$ cat config.mk
export PLATFORM = sky130hd
export DESIGN_NAME = load_store_unit
export DESIGN_NICKNAME = d
export VERILOG_FILES = /design/src/rtl/load_store_unit.sv
export SDC_FILE = /design/constraint.sdc
export NUM_CORES = 1
export LEC_CHECK = 0
export BUFFER_PORTS_ARGS = -buffer_cell sky130_fd_sc_hd__clkbuf_2
export CORE_AREA = 2 2 189 191
export DETAILED_ROUTE_END_ITERATION = 10
export DIE_AREA = 0 0 191 193
export PLACE_DENSITY = 0.74
export RECOVER_POWER = 100
export SYNTH_ARGS = -nofsm -noshare
export SYNTH_HDL_FRONTEND = slang
export SYNTH_SLANG_ARGS = --single-unit
$ cat constraint.sdc
create_clock -name clk -period 2.2 [get_ports clk]
set_clock_uncertainty 0.05 [all_clocks]
set_input_delay 0.44 -clock clk [delete_from_list [all_inputs] [get_ports clk]]
set_output_delay 0.44 -clock clk [all_outputs]
set_load 0.1 [all_outputs]
$ cat src/rtl/load_store_unit.sv
// Data-memory initiator: one load/store per handshake, sub-doubleword stores via aligned read-modify-write.
// Optional performance counters are built when LSU_PERF_CNT_EN is defined.
module load_store_unit #(
   parameter int MEM_BYTES = 64
) (
   input  logic        clk,
   input  logic        reset,
   input  logic        req_valid,
   output logic        req_ready,
   input  logic        req_write,
   input  logic [1:0]  req_size,
   input  logic        req_unsigned,
   input  logic [63:0] req_addr,
   input  logic [63:0] req_wdata,
   output logic        rsp_valid,
   output logic [63:0] rsp_rdata,
   output logic        rsp_err,
   output logic [63:0] Mem_Addr,
   output logic [63:0] Write_Data,
   output logic        MemWrite,
   output logic        MemRead,
   input  logic [63:0] Read_Data,
   output logic [31:0] ld_count,
   output logic [31:0] st_count,
   output logic [31:0] err_count
);

   typedef enum logic [2:0] {
      S_IDLE,
      S_RD,
      S_WR,
      S_ERR,
      S_RESP
   } state_t;

   localparam logic [63:0] MEM_LIMIT = 64'(MEM_BYTES);

   state_t      state_q, state_d;
   logic        write_q, write_d;
   logic [1:0]  size_q, size_d;
   logic        uns_q, uns_d;
   logic [63:0] addr_q, addr_d;
   logic [63:0] wdata_q, wdata_d;
   logic [63:0] rbuf_q, rbuf_d;

   logic        live;
   logic        req_misaligned;
   logic        req_oor;
   logic [5:0]  lane_bits;
   logic [63:0] base_addr;
   logic [63:0] size_mask;
   logic [63:0] merged;
   logic [63:0] shifted;
   logic [63:0] load_data;

   // Memory strobes and responses are suppressed combinationally while reset is high.
   assign live      = !reset;
   assign lane_bits = {addr_q[2:0], 3'b000};
   assign base_addr = {addr_q[63:3], 3'b000};

   always_comb begin
      req_misaligned = 1'b0;
      case (req_size)
         2'd0: req_misaligned = 1'b0;
         2'd1: req_misaligned = req_addr[0];
         2'd2: req_misaligned = |req_addr[1:0];
         default: req_misaligned = |req_addr[2:0];
      endcase
      req_oor = {req_addr[63:3], 3'b111} >= MEM_LIMIT;
   end

   always_comb begin
      size_mask = '1;
      case (size_q)
         2'd0: size_mask = 64'h0000_0000_0000_00FF;
         2'd1: size_mask = 64'h0000_0000_0000_FFFF;
         2'd2: size_mask = 64'h0000_0000_FFFF_FFFF;
         default: size_mask = '1;
      endcase
      merged  = (rbuf_q & ~(size_mask << lane_bits)) | ((wdata_q & size_mask) << lane_bits);
      shifted = rbuf_q >> lane_bits;
      load_data = shifted;
      case (size_q)
         2'd0: load_data = uns_q ? {56'd0, shifted[7:0]}  : {{56{shifted[7]}},  shifted[7:0]};
         2'd1: load_data = uns_q ? {48'd0, shifted[15:0]} : {{48{shifted[15]}}, shifted[15:0]};
         2'd2: load_data = uns_q ? {32'd0, shifted[31:0]} : {{32{shifted[31]}}, shifted[31:0]};
         default: load_data = shifted;
      endcase
   end

   always_comb begin
      state_d    = state_q;
      write_d    = write_q;
      size_d     = size_q;
      uns_d      = uns_q;
      addr_d     = addr_q;
      wdata_d    = wdata_q;
      rbuf_d     = rbuf_q;
      req_ready  = 1'b0;
      rsp_valid  = 1'b0;
      rsp_err    = 1'b0;
      rsp_rdata  = '0;
      Mem_Addr   = '0;
      Write_Data = '0;
      MemRead    = 1'b0;
      MemWrite   = 1'b0;
      case (state_q)
         S_IDLE: begin
            req_ready = 1'b1;
            if (req_valid) begin
               write_d = req_write;
               size_d  = req_size;
               uns_d   = req_unsigned;
               addr_d  = req_addr;
               wdata_d = req_wdata;
               if (req_misaligned || req_oor)
                  state_d = S_ERR;
               else if (req_write && req_size == 2'd3)
                  state_d = S_WR;
               else
                  state_d = S_RD;
            end
         end
         S_RD: begin
            MemRead  = live;
            Mem_Addr = live ? base_addr : '0;
            rbuf_d   = Read_Data;
            state_d  = write_q ? S_WR : S_RESP;
         end
         S_WR: begin
            MemWrite   = live;
            Mem_Addr   = live ? base_addr : '0;
            Write_Data = live ? merged : '0;
            state_d    = S_RESP;
         end
         S_ERR: begin
            rsp_valid = live;
            rsp_err   = live;
            state_d   = S_IDLE;
         end
         S_RESP: begin
            rsp_valid = live;
            rsp_rdata = (live && !write_q) ? load_data : '0;
            state_d   = S_IDLE;
         end
         default: state_d = S_IDLE;
      endcase
   end

   always_ff @(posedge clk) begin
      if (reset) begin
         state_q <= S_IDLE;
         write_q <= 1'b0;
         size_q  <= '0;
         uns_q   <= 1'b0;
         addr_q  <= '0;
         wdata_q <= '0;
         rbuf_q  <= '0;
      end else begin
         state_q <= state_d;
         write_q <= write_d;
         size_q  <= size_d;
         uns_q   <= uns_d;
         addr_q  <= addr_d;
         wdata_q <= wdata_d;
         rbuf_q  <= rbuf_d;
      end
   end

`ifdef LSU_PERF_CNT_EN
   logic [31:0] ld_count_q, ld_count_d;
   logic [31:0] st_count_q, st_count_d;
   logic [31:0] err_count_q, err_count_d;

   always_comb begin
      ld_count_d  = ld_count_q;
      st_count_d  = st_count_q;
      err_count_d = err_count_q;
      if (rsp_valid && rsp_err && err_count_q != '1)
         err_count_d = err_count_q + 32'd1;
      if (rsp_valid && !rsp_err && !write_q && ld_count_q != '1)
         ld_count_d = ld_count_q + 32'd1;
      if (rsp_valid && !rsp_err && write_q && st_count_q != '1)
         st_count_d = st_count_q + 32'd1;
   end

   always_ff @(posedge clk) begin
      if (reset) begin
         ld_count_q  <= '0;
         st_count_q  <= '0;
         err_count_q <= '0;
      end else begin
         ld_count_q  <= ld_count_d;
         st_count_q  <= st_count_d;
         err_count_q <= err_count_d;
      end
   end

   assign ld_count  = ld_count_q;
   assign st_count  = st_count_q;
   assign err_count = err_count_q;
`else
   assign ld_count  = '0;
   assign st_count  = '0;
   assign err_count = '0;
`endif

endmodule

==> results of run 1 <==
==> registers in the layout (all words and copies together), names as in the netlist <==
register	cells
addr_q	64
state_q	3
size_q	2
uns_q	1
rbuf_q	64
wdata_q	64
write_q	1
==> logic make-up (layout without fill, tap and decap cells) <==
kind of cell	Yosys count	after routing
AND/OR/NAND/NOR	771	771
AO/OA/AOI/OAI	511	511
buffers and inverters	273	792
flip-flops	199	199
multiplexers	96	96
other	1	100
XOR/XNOR	1	1
==> layer usage <==
metal	GRT usage (%)	routed length [um]	up-vias
met5	0	0	-
met4	19.2	5110	0
met3	8.69	7590	340
met2	61.6	34200	1233
met1	41.9	25000	8018
li1	-	-	7387
==> area by class of cell <==
type / instances / area (um^2)
multi-input combinational: 1478 / 11400
fill: 2454 / 9700
timing repair buffer: 754 / 8720
sequential: 199 / 4000
tap: 461 / 577
clock buffer: 20 / 447
clock inverter: 12 / 133
inverter: 6 / 30.0
antenna: 1 / 2.50
==> worst max path at each step <==
stage | to | cells after the start
floorplan | rsp_rdata[33] | 7
global placement | Write_Data[27] | 9
detailed placement | Write_Data[59] | 9
CTS | rsp_rdata[57] | 10
global route | Write_Data[35] | 10
finish | Write_Data[48] | 9
==> cells in the mapped netlist (14+ instances only) <==
| master | n | share of area (%) |
|---|---|---|
| nand2b_1 | 14 | 0.66 |
| o21ai_0 | 35 | 1.3 |
| dfxtp_1 | 199 | 30 |
| clkbuf_1 | 96 | 2.7 |
| mux4_2 | 30 | 5.1 |
| mux2_2 | 25 | 2.1 |
| nand2_1 | 498 | 14 |
| a31oi_1 | 16 | 0.76 |
| buf_4 | 109 | 6.2 |
| buf_2 | 46 | 1.7 |
| a21oi_1 | 330 | 12 |
| and2_1 | 75 | 3.5 |
| nor3_1 | 30 | 1.1 |
| nor2_1 | 76 | 2.2 |
| mux2i_1 | 41 | 3.1 |
| a22oi_1 | 34 | 1.9 |
==> worst max-delay path: stages (launching register included) <==
cell	delay, ns
dfxtp_4	0.44
buf_12	0.13
buf_12	0.12
clkinvlp_4	0.23
nor2_4	0.28
a221oi_2	0.12
buf_4	0.18
a21o_1	0.22
a21oi_4	0.26
buf_12	0.21
==> per-stage QoR <==
stage	util (%)	setup slack [ns]	power [mW]
after floorplan	-	-0.562	6.90
after global placement	61.9	-0.485	8.04
after detailed placement	61.9	-0.478	8.09
after CTS	69.8	-0.847	11.9
after global routing	72.3	-0.969	12.6
final	72.3	-0.958	12.2
==> power by group through the flow <==
stage	combinational [mW]	clock (mW)	sequential, mW
CTS	4.52	3.23	4.15
global route	5.03	3.38	4.20
detailed placement	3.87	0	4.22
global placement	3.83	0	4.22
floorplan	2.83	0	4.07
finish	4.85	3.20	4.20
==> repair_timing <==
action | 4_1_cts | 5_1_grt
endpoints found under the setup margin | 192 | 317
pin swaps | 146 | 117
setup buffers | 58 | 37
cloned | 13 | 4
resized for setup | 336 | 185
==> layout by cell type, fill, tap and decap left out, types with 9 or more instances in the layout <==
master and count:
o21ai_2 17, nor2_1 35, clkbuf_2 200, mux4_2 30
nand2_4 20, nor3_2 9, a22o_1 9, mux2i_4 9
nor2_4 38, nor3_1 12, nand2_2 19, mux2_2 9
mux2i_1 27, a21oi_2 14, clkbuf_16 21, buf_8 11
a31oi_4 12, o21a_1 10, mux2_4 16, a22oi_2 30
buf_6 61, and2_4 73, dfxtp_1 194, a21oi_4 98
conb_1 99, nand2_1 457, buf_4 228, o21ai_1 15
a21oi_1 218, a21o_1 11, buf_12 241, nor3_4 11
nor4_1 13
==> metrics.csv, run 1 <==
metric,value,unit
synth-edff-count,0,
postSynthCellCount,1852,
first_pass_iters,7,
syn_to_final_growth,90.7,%
grtUsageTotal,36.1,%
power.switching,5.10,mW
ys.warnings.count,0,
final-setup-viol-count,327,
root_buffer,clkbuf_16,
placedCellCount,2821,
dp_hpwl,50400,um
fin_crit_sh,144,%
power_frac_seq,34.3,%
async_flop_share,0,%
cts_tree,yes,
clockPowerShare,26.2,%
drv_cap,0,
power_density,485,nW/um^2
wl_per_cell,24.5,um
synth-seq-cells,199,
startpoint,addr_q[1],
clkLatencyLatePin,0.46,ns
seq_area_frac_synth,30.1,%
cts_max_level,4,
swShare,41.6,%
netlist_area,13200,um^2
arrival,2.67,ns
synth_xor_area_share,0.0661,%
hold_ws,0.136,ns
min_from,req_wdata[10],
finalNonFillerCells,2931,
cp-end-kind,primary output,
drt-initial-drc-count,1892,
io_pins,492,
grt_pass1_wl,99800,um
synthAdderAreaFrac,0,%
hold_class,in2reg,
ys.flop_type,dfxtp_1,
min_period,3.16,ns
worst_setup_path_start_kind,register,
io_buffers,392,
antenna_found_initial,1,
hold_viol_final,0,
std_cell_rows,69,
clk_pin_slew_worst_paths,0.08,ns
synth_compound_area_share,22.5,%
placed_area,21600,um^2
r2r_setup_slack,-0.31,ns
clockBufferDepth,2,
synthSimpleGateAreaFrac,25.5,%
avgSynthCellArea,7.15,um^2
critical_path_class,reg2out,
grt_overflow,0,
vdd.ir_drop.worst,0.622,mV
power_frac_comb,39.6,%
grt_max_degree,203,
required,1.71,ns
routabilityCongestion,1.03,
synth_top_family_by_area,simple AND/OR/NAND/NOR gates,
worst_pin_slew,0.972,ns
crit_fanout,7,
hold_path_end,wdata_q[10],
reg2reg_depth,9,
numCtsBuffers,17,
via_count,16978,
rr_startpoint,state_q[1],
via_per_inst,5.79,
die_y,193,um
power_leakage,9.66,nW
rsz0062_at_grt,yes,
fmax,317,MHz
setup_ws,-0.958,ns
cts_hold_buf,0,
final_max_slew_viol_count,0,
design_area,25300,um^2
relSlewSlack,35.2,%
status,finished with violations,
wl,71800,um
drc,0,
violations,setup timing,
setup_tns,-151.59,ns
p_int,7.15,mW
r2r-end,addr_q[0],
final_layout_size_suffix_gt1_share,52.0,%
drtAntennaViolNets,0,
grt_pass1_vias,16154,
yosys-mux-area-fraction,10.3,%
dieArea,36900,um^2
ys_types,61,
cts_sinks,199,
start_util,37.9,%
fp.dieW,191,um
core_area,35000,um^2
hold_depth,3,
layout.nets,2655,
(Power assumes the default switching activity.)
==> inputs of run 2 (changes only) <==
--- a/config.mk
+++ b/config.mk
@@ -9,6 +9,7 @@
 export CORE_AREA = 2 2 189 191
 export DETAILED_ROUTE_END_ITERATION = 10
 export DIE_AREA = 0 0 191 193
+export MAX_ROUTING_LAYER = met4
 export PLACE_DENSITY = 0.74
 export RECOVER_POWER = 100
 export SYNTH_ARGS = -nofsm -noshare
==> run 2 against run 1 <==
The run still ends with setup timing left; routed wire length decreased by 3.6%; sequential power about the same; global-route usage increased by 0.42 points; fmax increased by 4.0%; worst hold slack improved by 0.0046 ns; via count decreased by 1.5%; count of clock-buffer cells in the layout decreased by 1; worst setup slack improved by 0.12 ns.
==> metrics.csv, run 2 (same netlist as run 1, synthesis figures left out) <==
metric,value,unit,change
required,1.71,ns,about the same
drtAntennaViolNets,0,,unchanged
drv_cap,0,,unchanged
core_area,35000,um^2,unchanged
numCtsBuffers,17,,unchanged
hold_ws,0.140,ns,+0.00461 ns
via_per_inst,5.66,,-2.4%
dp_hpwl,51800,um,+2.7%
vdd.ir_drop.worst,0.608,mV,-2.3%
status,finished with violations,,
grtUsageTotal,36.5,%,+0.42 points
r2r_setup_slack,-0.05,ns,+0.26 ns
worst_setup_path_start_kind,register,,
grt_overflow,0,,unchanged
violations,setup timing,,
wl_met2,33500,um,-2.0%
final_layout_size_suffix_gt1_share,51.7,%,-0.28 points
min_from,Read_Data[51],,
final-setup-viol-count,201,,-39%
drc,0,,unchanged
dr.max_layer_used,met4,,
clkLatencyLatePin,0.46,ns,about the same
wl_per_cell,23.4,um,-4.4%
wl,69300,um,-3.6%
via_count,16720,,-1.5%
r2r-end,addr_q[0],,
reg2reg_depth,11,,+2
fp.dieW,191,um,unchanged
io_pins,492,,unchanged
drt-initial-drc-count,1593,,-16%
die_y,193,um,unchanged
clockBufferDepth,2,,unchanged
fmax,329,MHz,+4.0%
io_buffers,392,,unchanged
cts_tree,yes,,
wl_met3,6230,um,-18%
multi_input_area,11000,um^2,-2.7%
antenna_found_initial,1,,unchanged
final_max_slew_viol_count,0,,unchanged
cp-end-kind,primary output,,
hold_path_end,rbuf_q[51],,
p_total,12.2,mW,-0.34%
syn_to_final_growth,89.7,%,
grt_max_degree,91,,-55%
min_period,3.04,ns,-0.122 ns
grt_pass1_vias,15795,,-2.2%
worst_pin_slew,0.923,ns,-0.0491 ns
arrival,2.55,ns,-0.12 ns
grt_pass1_wl,97300,um,-2.5%
hold_depth,3,,unchanged
regArea,4000,um^2,unchanged
hold_class,in2reg,,
layout_commonest_cell,nand2_1,,
start_util,37.9,%,unchanged
hold_viol_final,0,,unchanged
cts_max_level,4,,unchanged
rr_startpoint,state_q[1],,
rsz0062_at_grt,yes,,
dieArea,36900,um^2,unchanged
cts_sinks,199,,unchanged
setup_ws,-0.836,ns,+0.122 ns
relSlewSlack,38.5,%,+3.3 points
layout.nets,2680,,+0.94%
wl_met1,24800,um,-0.54%
crit_fanout,23,,+16
cts_hold_buf,0,,unchanged
top_regs,"addr_q: 64 flops, rbuf_q: 64 flops, wdata_q: 64 flops",,
routabilityCongestion,1.05,,+1.8%
root_buffer,clkbuf_16,,
std_cell_rows,69,,unchanged
critical_path_class,reg2out,,
first_pass_iters,6,,-1
power_leakage,9.62,nW,-0.35%
final.fill_count,2590,,+5.5%
power_density,486,nW/um^2,+0.18%
final_cell_mix,"458 x nand2_1, 254 x buf_4, 230 x buf_12",,
fin_crit_sh,138,%,-5.6 points
clk_pin_slew_worst_paths,0.08,ns,about the same
run 2: how the worst max path moves through the flow:
| stage | to | slack [ns] | start |
|---|---|---|---|
| finish | Write_Data[33] | -0.84 | addr_q[0] |
| global route | Write_Data[33] | -0.90 | addr_q[0] |
| floorplan | rsp_rdata[33] | -0.56 | reset |
| detailed placement | Write_Data[55] | -0.54 | addr_q[0] |
| CTS | rsp_rdata[43] | -0.81 | addr_q[0] |
| global placement | Write_Data[27] | -0.53 | addr_q[1] |
run 2: cell type report:
class | instances | share of cell area (%)
inverter | 6 | 0.134
tap | 461 | 2.29
antenna | 1 | 0.00996
multi-input combinational | 1479 | 43.9
clock inverter | 13 | 0.568
sequential | 199 | 15.9
timing repair buffer | 778 | 35.4
clock buffer | 19 | 1.76
run 2: critical path, stage by stage (launching register included):
cell and delay (ns):
dfxtp_4 0.45, buf_16 0.21, and2_1 0.17, buf_4 0.18
a22oi_1 0.11, o22ai_1 0.30, a222oi_1 0.12, buf_4 0.16
nor2_4 0.17, buf_12 0.20
run 2: what timing repair did:
| item | 4_1_cts | 5_1_grt |
|---|---|---|
| endpoints found under the setup margin | 192 | 199 |
| resized for setup | 297 | 134 |
| endpoints found under the hold margin | 0 | 0 |
| gates cloned | 10 | 10 |
| buffers inserted | 48 | 37 |
| pin swaps | 92 | 123 |
run 2: report_power, final:
group | internal [mW] | leakage [nW] | switching (mW) | total, mW
Combinational | 1.76 | 7.71 | 3.02 | 4.78
Sequential | 3.85 | 1.63 | 0.321 | 4.17
Clock | 1.72 | 0.285 | 1.54 | 3.26
run 2: per-stage QoR:
step                      setup TNS (ns)  cell area [um^2]  utilization (%)  setup WS [ns]  std cells
after CTS                        -110.85             24200             69.3         -0.814       2920
after global placement            -41.03             21700             62.2         -0.533       2832
after global routing             -135.73             25100             71.9         -0.902       2956
final                            -114.15             25100             71.9         -0.836       2956
after detailed placement          -42.43             21700             62.2         -0.541       2832
after floorplan                   -53.22             15600                -         -0.562       1950
run 2: routing by layer:
layer	global-route usage, %	up-vias
met4	21.6	0
met2	60.9	1078
li1	-	7448
met3	6.24	245
met5	-	-
met1	41.2	7949
